## src/rtl/regfile_wb_pkg.sv

```systemverilog
// Shared constants for the writeback register file and its dump engine.
// The dump FSM state encoding lives here so the bench and RTL agree on it.
package regfile_wb_pkg;

  localparam int DWIDTH_DEF = 32;
  localparam int AWIDTH_DEF = 5;
  localparam int NUM_REGS   = 2 ** AWIDTH_DEF;
  localparam int REG_ZERO   = 0;

  localparam logic [0:0] DUMP_IDLE = 1'b0;
  localparam logic [0:0] DUMP_SEND = 1'b1;

endpackage

```

## src/rtl/regfile_wb_if.sv

```systemverilog
// Bundles the decode read ports, the writeback stream and the dump handshake.
// The slave modport is the register file side; the master modport is the CPU/bench side.
interface regfile_wb_if
  import regfile_wb_pkg::*;
#(
  parameter int DWIDTH = DWIDTH_DEF,
  parameter int AWIDTH = AWIDTH_DEF
) ();

  logic [AWIDTH-1:0] rdreg1;
  logic [AWIDTH-1:0] rdreg2;
  logic [DWIDTH-1:0] rddata1;
  logic [DWIDTH-1:0] rddata2;
  logic              regwrite;
  logic [AWIDTH-1:0] wrreg;
  logic [DWIDTH-1:0] wrdata;
  logic              dump_start;
  logic              dump_busy;
  logic              dump_valid;
  logic              dump_ready;
  logic [AWIDTH-1:0] dump_idx;
  logic [DWIDTH-1:0] dump_data;

  modport slave (
    input  rdreg1, rdreg2, regwrite, wrreg, wrdata, dump_start, dump_ready,
    output rddata1, rddata2, dump_busy, dump_valid, dump_idx, dump_data
  );

  modport master (
    output rdreg1, rdreg2, regwrite, wrreg, wrdata, dump_start, dump_ready,
    input  rddata1, rddata2, dump_busy, dump_valid, dump_idx, dump_data
  );

endinterface

```

## src/rtl/regfile_wb_dump_fsm.sv

```systemverilog
// Serial dump engine: walks every register index once per dump_start and presents
// each word on a valid/ready handshake, sampling the array through a dedicated read port.
module regfile_dump_fsm
  import regfile_wb_pkg::*;
#(
  parameter int DWIDTH = DWIDTH_DEF,
  parameter int AWIDTH = AWIDTH_DEF
) (
  input  logic              clk,
  input  logic              rst,
  input  logic              dump_start_i,
  input  logic              dump_ready_i,
  output logic              dump_busy_o,
  output logic              dump_valid_o,
  output logic [AWIDTH-1:0] dump_idx_o,
  output logic [DWIDTH-1:0] dump_data_o,
  output logic [AWIDTH-1:0] rd_addr_o,
  input  logic [DWIDTH-1:0] rd_data_i
);

  logic [0:0]        state_q, state_d;
  logic [AWIDTH-1:0] idx_q, idx_d;
  logic [DWIDTH-1:0] data_q, data_d;

  // The read port always looks one index ahead so the next word is ready at the handshake.
  assign rd_addr_o = (state_q == DUMP_SEND) ? idx_q + 1'b1 : '0;

  always_comb begin
    state_d = state_q;
    idx_d   = idx_q;
    data_d  = data_q;
    case (state_q)
      DUMP_IDLE: begin
        if (dump_start_i) begin
          state_d = DUMP_SEND;
          idx_d   = '0;
          data_d  = rd_data_i;
        end
      end
      DUMP_SEND: begin
        if (dump_ready_i) begin
          if (idx_q == '1) begin
            state_d = DUMP_IDLE;
            idx_d   = '0;
            data_d  = '0;
          end else begin
            idx_d  = idx_q + 1'b1;
            data_d = rd_data_i;
          end
        end
      end
      default: begin
        state_d = DUMP_IDLE;
        idx_d   = '0;
        data_d  = '0;
      end
    endcase
  end

  always_ff @(posedge clk) begin
    if (rst) begin
      state_q <= DUMP_IDLE;
      idx_q   <= '0;
      data_q  <= '0;
    end else begin
      state_q <= state_d;
      idx_q   <= idx_d;
      data_q  <= data_d;
    end
  end

  assign dump_busy_o  = (state_q == DUMP_SEND);
  assign dump_valid_o = (state_q == DUMP_SEND);
  assign dump_idx_o   = idx_q;
  assign dump_data_o  = data_q;

endmodule

```

## src/rtl/regfile_wb.sv

```systemverilog
// 32-entry MIPS register file fed by the writeback stage, with two decode read ports and a dump engine.
// Define REGFILE_WB_BYPASS_EN to forward a same-cycle writeback onto every read port.
module regfile_wb
  import regfile_wb_pkg::*;
#(
  parameter int DWIDTH = DWIDTH_DEF,
  parameter int AWIDTH = AWIDTH_DEF
) (
  input logic         clk,
  input logic         rst,
  regfile_wb_if.slave rf
);

  localparam int NumEntries = 2 ** AWIDTH;
  localparam logic [AWIDTH-1:0] ZeroAddr = AWIDTH'(REG_ZERO);

  logic [DWIDTH-1:0] regs_q [NumEntries];
  logic [DWIDTH-1:0] regs_d [NumEntries];
  logic              wrEn;
  logic [AWIDTH-1:0] dumpAddr;
  logic [DWIDTH-1:0] dumpRdData;

  assign wrEn = rf.regwrite && (rf.wrreg != ZeroAddr);

  always_comb begin
    regs_d = regs_q;
    if (wrEn) begin
      regs_d[rf.wrreg] = rf.wrdata;
    end
  end

  always_ff @(posedge clk) begin
    if (rst) begin
      for (int i = 0; i < NumEntries; i++) begin
        regs_q[i] <= '0;
      end
    end else begin
      regs_q <= regs_d;
    end
  end

  // Address zero is hardwired to 0 on every port, bypass or not.
  always_comb begin
    rf.rddata1 = regs_q[rf.rdreg1];
    rf.rddata2 = regs_q[rf.rdreg2];
    dumpRdData = regs_q[dumpAddr];
`ifdef REGFILE_WB_BYPASS_EN
    if (wrEn && (rf.rdreg1 == rf.wrreg)) rf.rddata1 = rf.wrdata;
    if (wrEn && (rf.rdreg2 == rf.wrreg)) rf.rddata2 = rf.wrdata;
    if (wrEn && (dumpAddr == rf.wrreg))  dumpRdData = rf.wrdata;
`endif
    if (rf.rdreg1 == ZeroAddr) rf.rddata1 = '0;
    if (rf.rdreg2 == ZeroAddr) rf.rddata2 = '0;
    if (dumpAddr == ZeroAddr)  dumpRdData = '0;
  end

  regfile_dump_fsm #(
    .DWIDTH(DWIDTH),
    .AWIDTH(AWIDTH)
  ) u_dump (
    .clk          (clk),
    .rst          (rst),
    .dump_start_i (rf.dump_start),
    .dump_ready_i (rf.dump_ready),
    .dump_busy_o  (rf.dump_busy),
    .dump_valid_o (rf.dump_valid),
    .dump_idx_o   (rf.dump_idx),
    .dump_data_o  (rf.dump_data),
    .rd_addr_o    (dumpAddr),
    .rd_data_i    (dumpRdData)
  );

endmodule
```

## src/flat_wrapper.sv

```systemverilog
// flat-port wrapper written by rule: the top's interface ports become plain ports
module regfile_wb_flat import regfile_wb_pkg::*;
#(
  parameter int DWIDTH = DWIDTH_DEF,
  parameter int AWIDTH = AWIDTH_DEF
)
  (clk, rst, rf_rdreg1, rf_rdreg2, rf_regwrite, rf_wrreg, rf_wrdata, rf_dump_start, rf_dump_ready, rf_rddata1, rf_rddata2, rf_dump_busy, rf_dump_valid, rf_dump_idx, rf_dump_data);
  regfile_wb_if #(.DWIDTH(DWIDTH), .AWIDTH(AWIDTH)) rf_i ();
  input logic clk;
  input logic rst;
  input wire logic [$bits(rf_i.rdreg1)-1:0] rf_rdreg1;
  input wire logic [$bits(rf_i.rdreg2)-1:0] rf_rdreg2;
  input wire logic [$bits(rf_i.regwrite)-1:0] rf_regwrite;
  input wire logic [$bits(rf_i.wrreg)-1:0] rf_wrreg;
  input wire logic [$bits(rf_i.wrdata)-1:0] rf_wrdata;
  input wire logic [$bits(rf_i.dump_start)-1:0] rf_dump_start;
  input wire logic [$bits(rf_i.dump_ready)-1:0] rf_dump_ready;
  output wire logic [$bits(rf_i.rddata1)-1:0] rf_rddata1;
  output wire logic [$bits(rf_i.rddata2)-1:0] rf_rddata2;
  output wire logic [$bits(rf_i.dump_busy)-1:0] rf_dump_busy;
  output wire logic [$bits(rf_i.dump_valid)-1:0] rf_dump_valid;
  output wire logic [$bits(rf_i.dump_idx)-1:0] rf_dump_idx;
  output wire logic [$bits(rf_i.dump_data)-1:0] rf_dump_data;
  assign rf_i.rdreg1 = rf_rdreg1;
  assign rf_i.rdreg2 = rf_rdreg2;
  assign rf_i.regwrite = rf_regwrite;
  assign rf_i.wrreg = rf_wrreg;
  assign rf_i.wrdata = rf_wrdata;
  assign rf_i.dump_start = rf_dump_start;
  assign rf_i.dump_ready = rf_dump_ready;
  assign rf_rddata1 = rf_i.rddata1;
  assign rf_rddata2 = rf_i.rddata2;
  assign rf_dump_busy = rf_i.dump_busy;
  assign rf_dump_valid = rf_i.dump_valid;
  assign rf_dump_idx = rf_i.dump_idx;
  assign rf_dump_data = rf_i.dump_data;
  regfile_wb #(.DWIDTH(DWIDTH), .AWIDTH(AWIDTH)) u_core (.clk(clk), .rst(rst), .rf(rf_i));
endmodule
```

## config.mk

```make
export PLATFORM = sky130hd
export DESIGN_NAME = regfile_wb_flat
export DESIGN_NICKNAME = d
export VERILOG_FILES = /design/src/rtl/regfile_wb_pkg.sv /design/src/rtl/regfile_wb_if.sv /design/src/rtl/regfile_wb_dump_fsm.sv /design/src/rtl/regfile_wb.sv /design/src/flat_wrapper.sv
export SDC_FILE = /design/constraint.sdc
export NUM_CORES = 2
export LEC_CHECK = 0
export CORE_UTILIZATION = 50
export CTS_BUF_LIST = sky130_fd_sc_hd__clkbuf_4 sky130_fd_sc_hd__clkbuf_8 sky130_fd_sc_hd__clkbuf_16
export CTS_CLUSTER_SIZE = 10
export DETAILED_ROUTE_END_ITERATION = 10
export PLACE_DENSITY = 0.67
export SKIP_LAST_GASP = 1
export SLEW_MARGIN = 20
export SYNTH_ARGS = -nofsm -noshare
export SYNTH_HDL_FRONTEND = slang
export SYNTH_SLANG_ARGS = --single-unit
```

## constraint.sdc

```tcl
create_clock -name clk -period 11.5 [get_ports clk]
set_clock_uncertainty 0.2 [all_clocks]
set_input_delay 2.875 -clock clk [delete_from_list [all_inputs] [get_ports clk]]
set_output_delay 2.875 -clock clk [all_outputs]
set_load 0.005 [all_outputs]
```

==> impl_metrics.yaml <==
sta:
  worstMarginPinSlew_ns: 1.30
  rsz0062_at_grt: "false"
  fmax_mhz: 104
  min_period_ns: 9.66
  setup_viol: 0
  slew_headroom_pct: 10.6
  fin_crit_sh_pct: 84.0
  hold_viol: 0
  slew_violations: 0
  setup_ws_ns: 1.84
  setup_total_negative_slack_ns: 0
detailed_routing:
  num_vias: 59700
  ant_nets: 0
  drt-initial-drc-count: 11000
  wl_per_cell_um: 33.9
  wirelength_um: 277000
  drcViolationCount: 0
  drtPass1Iterations: 7
  vias_per_cell: 7.33
critical_path:
  cp_max_fo: 69
  worst_ep_required_time_ns: 8.43
  end_kind: "output pin"
  cp.arrival_ns: 6.58
  startpoint_type: "primary input"
  setup.worst_path.class: "primary input to output pin"
synth:
  syn_nets: 6839
  synth_edf_count: 0
  synthTopCellsByCount: "nand2_1 (2193), a21oi_1 (1112), dfxtp_1 (1062)"
  synthFlopType: "dfxtp_1"
  synth_warnings: 0
  async_flop_share_pct: 0
  synth_cells: 6785
  syn_area_per_cell_um2: 9.09
  synth_top_area_share_pct: 34.5
  yosys-top-cells-area: "dfxtp_1 (34%), mux4_2 (27%), nand2_1 (13%)"
  yosysSeqAreaShare_pct: 34.5
  synth_cell_types: 72
  syn_area_mm2: 0.0617
  ys_ff_latch: 1062
  yosysTopAreaCell: "dfxtp_1"
  yosysMostFrequentCell: "nand2_1"
cts:
  cts_root_buf: "clkbuf_16"
  cts-buffers-inserted: 120
  insertion_delay_ns: 0.75
  cts_resized: 0
  numClockSinks: 1062
  clk_pin_slew_ns: 0.06
  h-tree-depth: 3
  holdBufCountCts: 0
  cts_tree: "done"
  clockBufferDepth: 3
  post_cts_buffers: 0
floorplanning:
  die_area_mm2: 0.125
  die_h_um: 353
  rows: 128
  initial_utilization_pct: 50.5
  num_io_pins: 155
  core_mm2: 0.122
  dieWidth_um: 353
flow_run:
  cap_violations: 0
worst_hold_path:
  hold_path.class: "flip-flop to flip-flop"
final_layout:
  drive_gt1_share_pct: 18.5
  synthToLayoutAreaGrowth_pct: 9.10
  nNetsFinal: 6533
power:
  p_sw_mw: 2.20
  ir_drop_uv: 128
  p_int_mw: 5.93
  power.density_mw_per_mm2: 121
  pwr-share-comb_pct: 10.4
  switching_share_pct: 27.1
  leakagePower_nw: 21.1
  p_seq_share_pct: 46.0
  pwr-share-clk_pct: 43.6
global_routing:
  grt_pass1_wl_um: 393000
  grt_pass1_vias: 55700
  grt_antenna_before_repair: 18
  track_usage_pct: 43.3
  overflow: 0
  grt_max_degree: 225
run_status:
  status: "completed"
place:
  port_buffers: 154
  gp_congestion: 0.943
  dp_hpwl_um: 154000
  post-place-ws_ns: 1.98
==> registers in the layout (all words and copies together), names as in the netlist <==
| name | count |
|---|---|
| u_core.u_dump.dump_idx_o | 5 |
| u_core.u_dump.dump_data_o | 32 |
| u_core.u_dump.dump_busy_o | 1 |
| u_core.regs_q | 1024 |
==> layer usage <==
layer / global-route usage, % / wire length [um] / up-vias
met5: 2.08 / 702 / -
met3: 19.4 / 50100 / 1465
met2: 56.8 / 107000 / 5774
li1: - / - / 23700
met4: 33.0 / 25200 / 36
met1: 55.0 / 93100 / 28700
==> cells by family after synthesis <==
family | synth area share [%]
AO/OA/AOI/OAI | 13.9
multiplexers | 30.5
adder cells (fa/ha/maj) | 0.0406
AND/OR/NAND/NOR | 16.1
flip-flops | 34.5
XOR/XNOR | 0.0812
buffers and inverters | 4.87
==> worst max-delay path, cell delays in order <==
cell             delay [ns]
buf_8                  0.62
buf_4                  0.75
mux4_2                 0.60
mux4_2                 0.46
mux2i_1                0.56
nor2_1                 0.11
clkdlybuf4s50_1        0.49
==> power by group through the flow <==
stage / registers [mW] / logic, mW / clock network, mW
after floorplan: 3.81 / 0.536 / 0
after global placement: 3.82 / 0.800 / 0
after detailed placement: 3.82 / 0.808 / 0
after CTS: 3.74 / 0.809 / 3.53
after global routing: 3.74 / 0.857 / 3.67
final: 3.74 / 0.844 / 3.54
==> stage by stage <==
step                      instances  area, um^2  hold WS [ns]  utilization, %  total power [mW]
final                          8151       67300         0.276            55.1              8.13
after floorplan                6785       61700         0.244               -              4.34
after CTS                      8139       67300         0.274            55.2              8.08
after global routing           8141       67200         0.295            55.1              8.27
after detailed placement       7982       63900         0.266            52.4              4.63
after global placement         7981       63900         0.262            52.4              4.62
==> placed cells by master (no fill, tap or decap), types with 17 or more instances in the layout <==
cell type           n
nor2b_1            34
a22o_1             25
a211oi_1           33
buf_2              21
or3_1              20
clkbuf_4           17
nor2_1            112
mux2i_1           188
o221ai_1           50
clkdlybuf4s50_1   122
o22ai_1            43
dfxtp_1          1060
mux2_2             37
o211ai_1           19
nand3_1            32
nand2_2            30
clkbuf_16         120
o31a_1             30
o31ai_1            21
buf_4             136
nor2_4             32
a21oi_1          1111
o21ai_0            64
mux4_2            733
nand2_1          2159
==> cell type report <==
type	count	area (um^2)
timing repair buffer	300	2730
fill	10600	54800
clock buffer	147	3270
tap	1625	2030
clock inverter	10	103
antenna	12	30.0
multi-input combinational	4989	37800
sequential	1062	21300
inverter	6	28.8
==> worst paths after layout <==
path	startpoint	end	slack, ns	cells past startpoint
setup / recovery	rf_rdreg2[0]	rf_rddata2[28]	1.84	7
hold / removal	u_core.regs_q[679]	u_core.regs_q[679]	0.28	2
setup reg to reg	u_core.u_dump.dump_idx_o[0]	u_core.u_dump.dump_data_o[1]	5.99	10
hold reg to reg	u_core.regs_q[679]	u_core.regs_q[679]	0.28	2
(Power assumes the default switching activity.)
